### config.mk
export PLATFORM = sky130hd
export DESIGN_NAME = lc4_wb_queue_ss_flat
export DESIGN_NICKNAME = d
export VERILOG_FILES = /design/src/rtl/lc4_wb_queue_ss_pkg.sv /design/src/rtl/lc4_wb_queue_ss_if.sv /design/src/rtl/lc4_wb_queue_ss_ptr.sv /design/src/rtl/lc4_wb_queue_ss_reg.sv /design/src/rtl/lc4_wb_queue_ss.sv /design/src/flat_wrapper.sv
export SDC_FILE = /design/constraint.sdc
export NUM_CORES = 1
export LEC_CHECK = 0
export ABC_AREA = 1
export BUFFER_PORTS_ARGS = -buffer_cell sky130_fd_sc_hd__buf_4
export CAP_MARGIN = 25
export CORE_UTILIZATION = 30
export DETAILED_ROUTE_END_ITERATION = 7
export GPL_ROUTABILITY_DRIVEN = 0
export SLEW_MARGIN = 20
export SYNTH_ARGS = -nofsm -noshare
export SYNTH_HDL_FRONTEND = slang
export SYNTH_SLANG_ARGS = --single-unit
### constraint.sdc
create_clock -name clk -period 6.9 [get_ports clk]
set_input_delay 1.38 -clock clk [delete_from_list [all_inputs] [get_ports clk]]
set_output_delay 1.38 -clock clk [all_outputs]
set_load 0.1 [all_outputs]
### src/rtl/lc4_wb_queue_ss_pkg.sv
// Shared LC4 superscalar definitions used by the writeback queue, register file and issue logic.
package lc4_ss_pkg;
    localparam int REG_SEL_W = 3;
    localparam int NUM_REGS  = 8;
    localparam int WORD_W    = 16;

    typedef struct packed {
        logic [REG_SEL_W-1:0] rd;
        logic [WORD_W-1:0]    data;
    } wb_entry_t;

    function automatic logic [NUM_REGS-1:0] rd_onehot(input logic [REG_SEL_W-1:0] rd);
        return NUM_REGS'(1) << rd;
    endfunction
endpackage

### src/rtl/lc4_wb_queue_ss_if.sv
// Enqueue / drain bus of the writeback queue; slave = queue side, master = pipeline side.
interface lc4_wb_queue_ss_if #(
    parameter int n     = 16,
    parameter int DEPTH = 4
);
    import lc4_ss_pkg::*;

    logic                     i_enq_valid_A;
    logic [REG_SEL_W-1:0]     i_enq_rd_A;
    logic [n-1:0]             i_enq_data_A;
    logic                     i_enq_valid_B;
    logic [REG_SEL_W-1:0]     i_enq_rd_B;
    logic [n-1:0]             i_enq_data_B;
    logic                     o_enq_ready;
    logic                     i_drain_en;
    logic [REG_SEL_W-1:0]     o_rd_A;
    logic [n-1:0]             o_wdata_A;
    logic                     o_rd_we_A;
    logic [REG_SEL_W-1:0]     o_rd_B;
    logic [n-1:0]             o_wdata_B;
    logic                     o_rd_we_B;
    logic [NUM_REGS-1:0]      o_pending;
    logic [$clog2(DEPTH):0]   o_count;
    logic                     o_empty;

    modport slave (
        input  i_enq_valid_A, i_enq_rd_A, i_enq_data_A,
        input  i_enq_valid_B, i_enq_rd_B, i_enq_data_B, i_drain_en,
        output o_enq_ready, o_rd_A, o_wdata_A, o_rd_we_A,
        output o_rd_B, o_wdata_B, o_rd_we_B, o_pending, o_count, o_empty
    );

    modport master (
        output i_enq_valid_A, i_enq_rd_A, i_enq_data_A,
        output i_enq_valid_B, i_enq_rd_B, i_enq_data_B, i_drain_en,
        input  o_enq_ready, o_rd_A, o_wdata_A, o_rd_we_A,
        input  o_rd_B, o_wdata_B, o_rd_we_B, o_pending, o_count, o_empty
    );
endinterface

### src/rtl/lc4_wb_queue_ss_ptr.sv
// Head/tail/count pointer unit: 0/1/2 advances per cycle, modulo a power-of-two depth.
module lc4_wb_ptr #(
    parameter int DEPTH = 4
) (
    input  logic                       clk,
    input  logic                       rst_n,
    input  logic                       gwe,
    input  logic [1:0]                 enq_n_i,
    input  logic [1:0]                 pop_n_i,
    output logic [$clog2(DEPTH)-1:0]   head_o,
    output logic [$clog2(DEPTH)-1:0]   tail_o,
    output logic [$clog2(DEPTH):0]     count_o
);
    localparam int PW = $clog2(DEPTH);
    localparam int CW = PW + 1;

    logic [PW-1:0] head_q, head_d, tail_q, tail_d;
    logic [CW-1:0] count_q, count_d;

    // Pointer width equals log2(DEPTH), so natural overflow is the modulo wrap.
    always_comb begin
        head_d  = head_q;
        tail_d  = tail_q;
        count_d = count_q;
        if (gwe) begin
            head_d  = head_q + PW'(pop_n_i);
            tail_d  = tail_q + PW'(enq_n_i);
            count_d = count_q + CW'(enq_n_i) - CW'(pop_n_i);
        end
    end

    always_ff @(posedge clk or negedge rst_n) begin
        if (!rst_n) begin
            head_q  <= '0;
            tail_q  <= '0;
            count_q <= '0;
        end else begin
            head_q  <= head_d;
            tail_q  <= tail_d;
            count_q <= count_d;
        end
    end

    assign head_o  = head_q;
    assign tail_o  = tail_q;
    assign count_o = count_q;
endmodule

### src/rtl/lc4_wb_queue_ss_reg.sv
// N-bit register with write enable and asynchronous clear, used for queue entries.
module lc4_nbit_reg #(
    parameter int n = 1
) (
    input  logic         clk,
    input  logic         rst_n,
    input  logic         we_i,
    input  logic [n-1:0] d_i,
    output logic [n-1:0] q_o
);
    logic [n-1:0] val_q;

    always_ff @(posedge clk or negedge rst_n) begin
        if (!rst_n)    val_q <= '0;
        else if (we_i) val_q <= d_i;
    end

    assign q_o = val_q;
endmodule

### src/rtl/lc4_wb_queue_ss.sv
// Two-wide in-order writeback queue feeding both register-file write ports, with a pending-rd mask.
module lc4_wb_queue_ss
    import lc4_ss_pkg::*;
#(
    parameter int n     = 16,
    parameter int DEPTH = 4
) (
    input  logic clk,
    input  logic rst_n,
    input  logic gwe,
    lc4_wb_queue_ss_if.slave wb
);
    localparam int PW = $clog2(DEPTH);
    localparam int CW = PW + 1;
    localparam int EW = REG_SEL_W + n;

    logic [PW-1:0]                head, tail, head_p1, tail_p1;
    logic [CW-1:0]                count;
    logic [1:0]                   enq_n, pop_n;
    logic                         enq_ready, acc, we_a, we_b;
    logic [EW-1:0]                ent_a, ent_b;
    logic [DEPTH-1:0]             ent_we, live;
    logic [DEPTH-1:0][EW-1:0]     ent_d, ent_q;
    logic [NUM_REGS-1:0]          pend;

    lc4_wb_ptr #(.DEPTH(DEPTH)) u_ptr (
        .clk     (clk),
        .rst_n   (rst_n),
        .gwe     (gwe),
        .enq_n_i (enq_n),
        .pop_n_i (pop_n),
        .head_o  (head),
        .tail_o  (tail),
        .count_o (count)
    );

    assign head_p1 = head + PW'(1);
    assign tail_p1 = tail + PW'(1);

    // Ready looks only at current occupancy; a same-cycle pop does not make room.
    assign enq_ready = (count <= CW'(DEPTH - 2));
    assign acc       = gwe & enq_ready;
    assign enq_n     = acc ? ({1'b0, wb.i_enq_valid_A} + {1'b0, wb.i_enq_valid_B}) : 2'd0;

    assign we_a  = wb.i_drain_en & (count != '0);
    assign we_b  = wb.i_drain_en & (count >= CW'(2));
    assign pop_n = gwe ? ({1'b0, we_a} + {1'b0, we_b}) : 2'd0;

    assign ent_a = {wb.i_enq_rd_A, wb.i_enq_data_A};
    assign ent_b = {wb.i_enq_rd_B, wb.i_enq_data_B};

    for (genvar i = 0; i < DEPTH; i++) begin : g_ent
        logic [PW-1:0] off;
        // A lone B slot lands at tail; a pair puts B one past tail.
        assign ent_we[i] = acc & (((wb.i_enq_valid_A | wb.i_enq_valid_B) & (tail == PW'(i))) |
                                  (wb.i_enq_valid_A & wb.i_enq_valid_B & (tail_p1 == PW'(i))));
        assign ent_d[i]  = ((tail == PW'(i)) && wb.i_enq_valid_A) ? ent_a : ent_b;
        assign off       = PW'(i) - head;
        assign live[i]   = ({1'b0, off} < count);

        lc4_nbit_reg #(.n(EW)) u_ent (
            .clk   (clk),
            .rst_n (rst_n),
            .we_i  (ent_we[i]),
            .d_i   (ent_d[i]),
            .q_o   (ent_q[i])
        );
    end

    always_comb begin
        pend = '0;
        for (int i = 0; i < DEPTH; i++)
            if (live[i]) pend = pend | rd_onehot(ent_q[i][EW-1 -: REG_SEL_W]);
    end

    assign {wb.o_rd_A, wb.o_wdata_A} = ent_q[head];
    assign {wb.o_rd_B, wb.o_wdata_B} = ent_q[head_p1];
    assign wb.o_rd_we_A   = we_a;
    assign wb.o_rd_we_B   = we_b;
    assign wb.o_enq_ready = enq_ready;
    assign wb.o_pending   = pend;
    assign wb.o_count     = count;
    assign wb.o_empty     = (count == '0);
endmodule

### src/flat_wrapper.sv
// flat-port wrapper written by rule: the top's interface ports become plain ports
module lc4_wb_queue_ss_flat import lc4_ss_pkg::*;
#(
    parameter int n     = 16,
    parameter int DEPTH = 4
)
  (clk, rst_n, gwe, wb_i_enq_valid_A, wb_i_enq_rd_A, wb_i_enq_data_A, wb_i_enq_valid_B, wb_i_enq_rd_B, wb_i_enq_data_B, wb_i_drain_en, wb_o_enq_ready, wb_o_rd_A, wb_o_wdata_A, wb_o_rd_we_A, wb_o_rd_B, wb_o_wdata_B, wb_o_rd_we_B, wb_o_pending, wb_o_count, wb_o_empty);
  lc4_wb_queue_ss_if #(.n(n), .DEPTH(DEPTH)) wb_i ();
  input  logic clk;
  input  logic rst_n;
  input  logic gwe;
  input wire logic [$bits(wb_i.i_enq_valid_A)-1:0] wb_i_enq_valid_A;
  input wire logic [$bits(wb_i.i_enq_rd_A)-1:0] wb_i_enq_rd_A;
  input wire logic [$bits(wb_i.i_enq_data_A)-1:0] wb_i_enq_data_A;
  input wire logic [$bits(wb_i.i_enq_valid_B)-1:0] wb_i_enq_valid_B;
  input wire logic [$bits(wb_i.i_enq_rd_B)-1:0] wb_i_enq_rd_B;
  input wire logic [$bits(wb_i.i_enq_data_B)-1:0] wb_i_enq_data_B;
  input wire logic [$bits(wb_i.i_drain_en)-1:0] wb_i_drain_en;
  output wire logic [$bits(wb_i.o_enq_ready)-1:0] wb_o_enq_ready;
  output wire logic [$bits(wb_i.o_rd_A)-1:0] wb_o_rd_A;
  output wire logic [$bits(wb_i.o_wdata_A)-1:0] wb_o_wdata_A;
  output wire logic [$bits(wb_i.o_rd_we_A)-1:0] wb_o_rd_we_A;
  output wire logic [$bits(wb_i.o_rd_B)-1:0] wb_o_rd_B;
  output wire logic [$bits(wb_i.o_wdata_B)-1:0] wb_o_wdata_B;
  output wire logic [$bits(wb_i.o_rd_we_B)-1:0] wb_o_rd_we_B;
  output wire logic [$bits(wb_i.o_pending)-1:0] wb_o_pending;
  output wire logic [$bits(wb_i.o_count)-1:0] wb_o_count;
  output wire logic [$bits(wb_i.o_empty)-1:0] wb_o_empty;
  assign wb_i.i_enq_valid_A = wb_i_enq_valid_A;
  assign wb_i.i_enq_rd_A = wb_i_enq_rd_A;
  assign wb_i.i_enq_data_A = wb_i_enq_data_A;
  assign wb_i.i_enq_valid_B = wb_i_enq_valid_B;
  assign wb_i.i_enq_rd_B = wb_i_enq_rd_B;
  assign wb_i.i_enq_data_B = wb_i_enq_data_B;
  assign wb_i.i_drain_en = wb_i_drain_en;
  assign wb_o_enq_ready = wb_i.o_enq_ready;
  assign wb_o_rd_A = wb_i.o_rd_A;
  assign wb_o_wdata_A = wb_i.o_wdata_A;
  assign wb_o_rd_we_A = wb_i.o_rd_we_A;
  assign wb_o_rd_B = wb_i.o_rd_B;
  assign wb_o_wdata_B = wb_i.o_wdata_B;
  assign wb_o_rd_we_B = wb_i.o_rd_we_B;
  assign wb_o_pending = wb_i.o_pending;
  assign wb_o_count = wb_i.o_count;
  assign wb_o_empty = wb_i.o_empty;
  lc4_wb_queue_ss #(.n(n), .DEPTH(DEPTH)) u_core (.clk(clk), .rst_n(rst_n), .gwe(gwe), .wb(wb_i));
endmodule
Word level (Yosys, flattened, before mapping)
Index checks and enable logic that the tools add are counted.
{"block": "op_classes", "n_addsub": 12, "order_cmp": 8, "n_eq_ne": 6, "shift": 4, "mux": 14, "bitwise": 24, "reduce_logical": 8}
{"op": "19-bit 2-to-1 mux", "n": 6}
{"op": "19-bit binary-select mux with 2-bit select", "n": 2}
{"op": "8-bit 2-to-1 mux", "n": 4}
{"op": "1-bit by 3-bit left shift with 8-bit output (first input constant)", "n": 4}
{"op": "8-bit OR", "n": 3}
{"op": "1-bit bitwise AND", "n": 16}
{"op": "2-bit by 3-bit less-than comparator with 1-bit output", "n": 4}
{"op": "2-bit == test (second input constant)", "n": 4}
{"op": "2-bit by 3-bit less-than comparator with 1-bit output (second input constant)", "n": 2}
{"op": "1-bit OR", "n": 5}
{"op": "1-bit by 1-bit adder with 2-bit output", "n": 2}
{"op": "2-bit by 1-bit adder with 2-bit output (second input constant)", "n": 2}
{"op": "2-bit adder", "n": 2}
{"op": "2-bit by 1-bit == test with 1-bit output (second input constant)", "n": 2}
{"op": "1-bit logical AND", "n": 4}
{"op": "2-bit logical NOT", "n": 2}
{"op": "2-bit 2-to-1 mux", "n": 2}
{"op": "1-bit by 2-bit subtractor with 2-bit output (first input constant)", "n": 2}
{"op": "2-bit subtractor (first input constant)", "n": 2}
{"op": "3-bit by 2-bit adder with 3-bit output", "n": 1}
{"op": "3-bit by 2-bit >= comparator with 1-bit output (second input constant)", "n": 1}
{"op": "3-bit by 2-bit less-or-equal comparator with 1-bit output (second input constant)", "n": 1}
{"op": "3-bit logical NOT", "n": 1}
{"op": "3-bit nonzero test", "n": 1}
{"op": "3-bit by 2-bit subtractor with 3-bit output", "n": 1}
{"block": "totals", "reg_bits": 83, "inputBits": 44, "output_inout_bits": 53, "wordCells": 83}

Logic depth before layout (Yosys ltp)
{"block": "logic_depth", "depth_word": 9, "ltp_mapped": 12}

Modules after synthesis
From an unflattened synthesis, not the netlist that was laid out.
{"block": "unflattened", "hier_cells": 898, "area_unflattened_um2": 5910.7}
{"module": "lc4_nbit_reg", "instances": 4, "cells_each": 80, "area_each_um2": 738.2, "seq_area_each_um2": 475.5}
{"module": "lc4_wb_queue_ss", "instances": 1, "cells_each": 522, "area_each_um2": 2509.9, "seq_area_each_um2": 0.0}
{"module": "lc4_wb_ptr", "instances": 1, "cells_each": 56, "area_each_um2": 447.9, "seq_area_each_um2": 175.2}

Worst setup path before layout
OpenSTA, ideal clock, no wires.
{"block": "synth_timing", "kind": "reg2reg", "startpoint": "reg u_core.u_ptr.count_q[1] (netlist: u_core.u_ptr.count_o[1])", "endpoint": "reg u_core.u_ptr.count_q[2] (netlist: u_core.u_ptr.count_o[2])", "t_arrival_ns": 6.329, "t_required_ns": 6.769, "setup_slack_ns": 0.440, "path_stages_with_launch": 13, "n_path_buf": 0, "period_less_slack_ns": 6.460, "cell_sequence": "dfrtp_1 -> nor3_1 -> nor2_1 -> ha_1 -> nand2_1 -> inv_1 -> ha_1 -> inv_1 -> ha_1 -> fa_1 -> a21boi_0 -> o21ai_0 -> xor2_1"}
{"block": "synth_between", "elab_chain_cells": 5, "word_cells_on_any_way": 11, "classes_between": "add/sub: 3; order compare: 2; mux: 2; bitwise: 3; reduce/logical: 1"}
{"item": "from (decl)", "line": "lc4_wb_queue_ss_ptr.sv:18", "text": "logic [CW-1:0] count_q, count_d;"}
{"item": "from (signal assigned)", "line": "lc4_wb_queue_ss_ptr.sv:40", "text": "count_q <= count_d;"}
{"item": "3-bit nonzero test", "line": "lc4_wb_queue_ss.sv:45", "text": "assign we_a = wb.i_drain_en & (count != '0);"}
{"item": "1-bit bitwise AND", "line": "lc4_wb_queue_ss.sv:45"}
{"item": "named net wb_o_rd_we_A", "line": "flat_wrapper.sv:22", "text": "output wire logic [$bits(wb_i.o_rd_we_A)-1:0] wb_o_rd_we_A;"}
{"item": "1-bit by 1-bit adder with 2-bit output", "line": "lc4_wb_queue_ss.sv:47", "text": "assign pop_n = gwe ? ({1'b0, we_a} + {1'b0, we_b}) : 2'd0;"}
{"item": "2-bit 2-to-1 mux", "line": "lc4_wb_queue_ss.sv:47"}
{"item": "3-bit by 2-bit subtractor with 3-bit output", "line": "lc4_wb_queue_ss_ptr.sv:28", "text": "count_d = count_q + CW'(enq_n_i) - CW'(pop_n_i);"}
The timed path passes the listed nets, and every way through them passes these cells.
A chain may end at the register's enable or synchronous reset.

Final worst setup path
{"block": "layout_timing", "startpoint": "reg u_core.u_ptr.head_q[0] (netlist: u_core.u_ptr.head_o[0])", "endpoint": "out wb_o_pending[7]"}
{"block": "layout_between", "elab_chain_cells": 9, "word_cells_on_any_way": 15, "classes_between": "add/sub: 4; order compare: 4; mux: 4; bitwise: 3"}
{"item": "from (decl)", "line": "lc4_wb_queue_ss_ptr.sv:17", "text": "logic [PW-1:0] head_q, head_d, tail_q, tail_d;"}
{"item": "from (signal assigned)", "line": "lc4_wb_queue_ss_ptr.sv:34", "text": "head_q <= '0;"}
{"item": "from (signal assigned)", "line": "lc4_wb_queue_ss_ptr.sv:38", "text": "head_q <= head_d;"}
{"item": "1-bit by 2-bit subtractor with 2-bit output", "line": "lc4_wb_queue_ss.sv:58", "text": "assign off = PW'(i) - head;"}
{"item": "2-bit by 3-bit less-than comparator with 1-bit output", "line": "lc4_wb_queue_ss.sv:59", "text": "assign live[i] = ({1'b0, off} < count);"}
{"item": "8-bit 2-to-1 mux", "line": "lc4_wb_queue_ss.sv:73", "text": "if (live[i]) pend = pend | rd_onehot(ent_q[i][EW-1 -: REG_SEL_W]);"}
{"item": "8-bit OR", "line": "lc4_wb_queue_ss.sv:73"}
{"item": "8-bit 2-to-1 mux", "line": "lc4_wb_queue_ss.sv:73"}
{"item": "8-bit OR", "line": "lc4_wb_queue_ss.sv:73"}
{"item": "8-bit 2-to-1 mux", "line": "lc4_wb_queue_ss.sv:73"}
{"item": "8-bit OR", "line": "lc4_wb_queue_ss.sv:73"}
{"item": "8-bit 2-to-1 mux *", "line": "lc4_wb_queue_ss.sv:73"}
{"item": "to (decl)", "line": "flat_wrapper.sv:26", "text": "output wire logic [$bits(wb_i.o_pending)-1:0] wb_o_pending;"}
Every way passes the cells marked *; elsewhere a longest branch is shown, timed or not.

==> impl_metrics.tcl <==
set metrics [dict create \
    status "finished with violations" \
    failed_checks "DRC" \
    number_of_global_route_vias_before_repair 5542 \
    setup-tns-final_ns 0 \
    finalClockSkew_ns 0.00571 \
    io-pin-count 97 \
    synth_cell_types 33 \
    synth-main-ff-cell "sky130_fd_sc_hd__dfrtp_1" \
    dp.final_hpwl_mm 11.7 \
    ys_top_cells_by_area "sky130_fd_sc_hd__dfrtp_1 37%, sky130_fd_sc_hd__nand2_1 22%, sky130_fd_sc_hd__o21ai_0 5.9%, sky130_fd_sc_hd__a22oi_1 5.7%, sky130_fd_sc_hd__nand3_1 5.0%" \
    cts.reportedPaths.clkPinSlew_ns 0.06 \
    routed_via_density 5.04 \
    drv.max_cap_violation_count 0 \
    ctsHoldBuffers 0 \
    synth_warnings 0 \
    finish.net_count 961 \
    die-height_um 139 \
    final_layout_size_suffix_gt1_share_pct 15.3 \
    clock_tree.buffer_depth 2 \
    pin_count_of_the_biggest_net_entering_global_routing 72 \
    cts_root_buffer "sky130_fd_sc_hd__clkbuf_16" \
    syn_to_final_growth_pct 21.3 \
    area_of_the_die_mm2 0.0193 \
    clock.fmax_mhz 248 \
    start_util_pct 31.0 \
    synthMostInstantiatedCell "sky130_fd_sc_hd__nand2_1" \
    setup.worst_path.start_class "register" \
    cts_tree "built" \
    h-tree-depth 3 \
    fillCellCount 1933 \
    synth_edf_count 0 \
    place.port_buffers 96 \
    postRouteWirelength_mm 17.2 \
    setup.worst_path.class "reg -> out" \
    final_core_utilization_pct 37.5 \
    actual_transition_at_the_worst_max_transition_pin_ns 0.924 \
    floorplan.rows 49 \
    timing_max_transition_violations_final 0 \
    timing.critical_path.required_ns 5.52 \
    ctsResizeCount 0 \
    drt_drc_violations_left 12 \
    syn_area_per_cell_um2 6.78 \
    wl_per_cell_um 15.1 \
    floorplan.die.width_um 139 \
    ys_seq_area_share_pct 36.8 \
    overall_via_count_from_detail_route 5735 \
    ant_nets_after_route 0 \
    setup-violations-final 0 \
    drt_pre_antenna_iters 8 \
    grt_pass1_wl_mm 28.3 \
    antenna_found_initial 0 \
    worst_slew_margin_rel_pct 38.4 \
    syn_nets 888 \
    clock_latency_ns 0.34 \
    timing.hold.worst.class "reg -> reg" \
    async_reset_ff_share_pct 100 \
    syn-cell-area_mm2 0.00564 \
    seq_cells_post_synth 83 \
    cts_buffers 9 \
    coreArea_mm2 0.0182 \
    hold_viol_final 0 \
    synthDominantAreaCellType "sky130_fd_sc_hd__dfrtp_1" \
    synth_top_cell_area_share_pct 36.8 \
    post_cts_buffers 0 \
    synth_cells 831 \
    cp_data_arrival_time_ns 2.65 \
    rsz0062_at_grt "no" \
    globalRouteTotalUtil_pct 18.5 \
    tritoncts_num_sinks 83 \
    timing.final.crit_share_pct 58.4 \
    grt_overflow_total 0 \
    cp_capture_type "output pin" \
    synthTopCellsByCount "333 x sky130_fd_sc_hd__nand2_1, 83 x sky130_fd_sc_hd__dfrtp_1, 67 x sky130_fd_sc_hd__o21ai_0" \
    worstPathMaxFanout 39 \
    min_period_ns 4.03 \
    drt-initial-drc-count 339 \
]
-- path summary, 6_finish.rpt --
kind | start | end | slack, ns | depth (start not counted)
max | u_core.u_ptr.head_o[0] | wb_o_pending[7] | 2.87 | 11
min | u_core.g_ent[2].u_ent.q_o[1] | u_core.g_ent[2].u_ent.q_o[1] | 0.49 | 2
max reg2reg | u_core.u_ptr.count_o[2] | u_core.u_ptr.count_o[2] | 4.17 | 11
min reg2reg | u_core.g_ent[2].u_ent.q_o[1] | u_core.g_ent[2].u_ent.q_o[1] | 0.49 | 2
max in group asynchronous | rst_n | u_core.g_ent[1].u_ent.q_o[14] | 4.85 | 2
min in group asynchronous | rst_n | u_core.g_ent[0].u_ent.q_o[0] | 0.88 | 1
-- state kept, by name, indices dropped and copies added, names as in the netlist --
| name | flops |
|---|---|
| u_core.g_ent.u_ent.q_o | 76 |
| u_core.u_ptr.count_o | 3 |
| u_core.u_ptr.head_o | 2 |
| u_core.u_ptr.tail_o | 2 |
-- worst max-delay path: stages (launching register included) --
cell,delay [ns]
sky130_fd_sc_hd__dfrtp_1,0.45
sky130_fd_sc_hd__nor2_2,0.11
sky130_fd_sc_hd__buf_4,0.40
sky130_fd_sc_hd__nor2_1,0.13
sky130_fd_sc_hd__inv_1,0.08
sky130_fd_sc_hd__ha_1,0.21
sky130_fd_sc_hd__inv_1,0.05
sky130_fd_sc_hd__nor2_1,0.04
sky130_fd_sc_hd__a21boi_2,0.29
sky130_fd_sc_hd__nand4_1,0.14
sky130_fd_sc_hd__nand3_1,0.10
sky130_fd_sc_hd__buf_4,0.29
-- metrics by stage --
step	instance area [um^2]	worst slack (ns)	hold WS, ns	cells
after CTS	6830	2.86	0.498	1138
final	6840	2.87	0.495	1139
after floorplan	5640	0.440	0.442	831
after global placement	6470	3.29	0.457	1121
after global routing	6830	2.68	0.526	1138
after detailed placement	6480	3.24	0.483	1122
-- kinds of logic (layout without fill, tap and decap cells) --
kind of cell               count (synthesis)  after routing  synth area share, %
AOI/OAI and AO/OA                        163            163                 17.4
and+or+nand+nor                          463            463                 33.5
muxes                                      1              1                0.200
DFF                                       83             83                 36.8
xor gates and xnor gates                   2              2                0.311
buffers and inverters                    106            184                 8.63
adders and majority gates                 13             13                 3.15
other                                      0              1                    0
-- metal layers --
metal | global-route usage [%] | up-vias | part of all wire [%]
met2 | 30.4 | 162 | 46
met5 | 0 | - | 0
li1 | - | 2898 | -
met4 | 6.84 | 0 | 2.1
met1 | 25.0 | 2652 | 47
met3 | 2.18 | 23 | 4.9
-- final cells by class --
| cell class | instances | area [um^2] | share of cell area, % |
|---|---|---|---|
| tap | 229 | 287 | 4.19 |
| multi-input combinational | 642 | 3080 | 45.0 |
| timing repair buffer | 108 | 818 | 12.0 |
| clock inverter | 6 | 111 | 1.63 |
| antenna | 1 | 2.50 | 0.0366 |
| sequential | 83 | 2080 | 30.4 |
| clock buffer | 10 | 239 | 3.50 |
| inverter | 60 | 225 | 3.29 |
-- layout by cell type, fill, tap and decap left out, types with 2 or more instances in the layout --
| cell | netlist | routed |
|---|---|---|
| sky130_fd_sc_hd__o21ai_0 | 67 | 67 |
| sky130_fd_sc_hd__clkbuf_16 | 0 | 9 |
| sky130_fd_sc_hd__dfrtp_1 | 83 | 83 |
| sky130_fd_sc_hd__o2111ai_1 | 4 | 4 |
| sky130_fd_sc_hd__o21ai_1 | 18 | 18 |
| sky130_fd_sc_hd__a21oi_2 | 2 | 2 |
| sky130_fd_sc_hd__xor2_1 | 2 | 2 |
| sky130_fd_sc_hd__nand2_1 | 333 | 333 |
| sky130_fd_sc_hd__nand2_2 | 2 | 2 |
| sky130_fd_sc_hd__o221ai_1 | 2 | 2 |
| sky130_fd_sc_hd__a21oi_1 | 19 | 19 |
| sky130_fd_sc_hd__nor2_1 | 44 | 43 |
| sky130_fd_sc_hd__a22oi_1 | 43 | 43 |
| sky130_fd_sc_hd__nor2_2 | 2 | 3 |
| sky130_fd_sc_hd__a21boi_0 | 2 | 2 |
| sky130_fd_sc_hd__nand3_1 | 56 | 56 |
| sky130_fd_sc_hd__bufinv_16 | 0 | 3 |
| sky130_fd_sc_hd__o211ai_1 | 3 | 3 |
| sky130_fd_sc_hd__buf_4 | 11 | 107 |
| sky130_fd_sc_hd__fa_1 | 2 | 2 |
| sky130_fd_sc_hd__inv_2 | 4 | 4 |
| sky130_fd_sc_hd__ha_1 | 11 | 11 |
| sky130_fd_sc_hd__nand4_1 | 24 | 24 |
| sky130_fd_sc_hd__inv_1 | 55 | 55 |
Power is left out: the tool's default activity adds up to more than one toggle a clock period on the data nets, which glitch-free logic cannot reach.
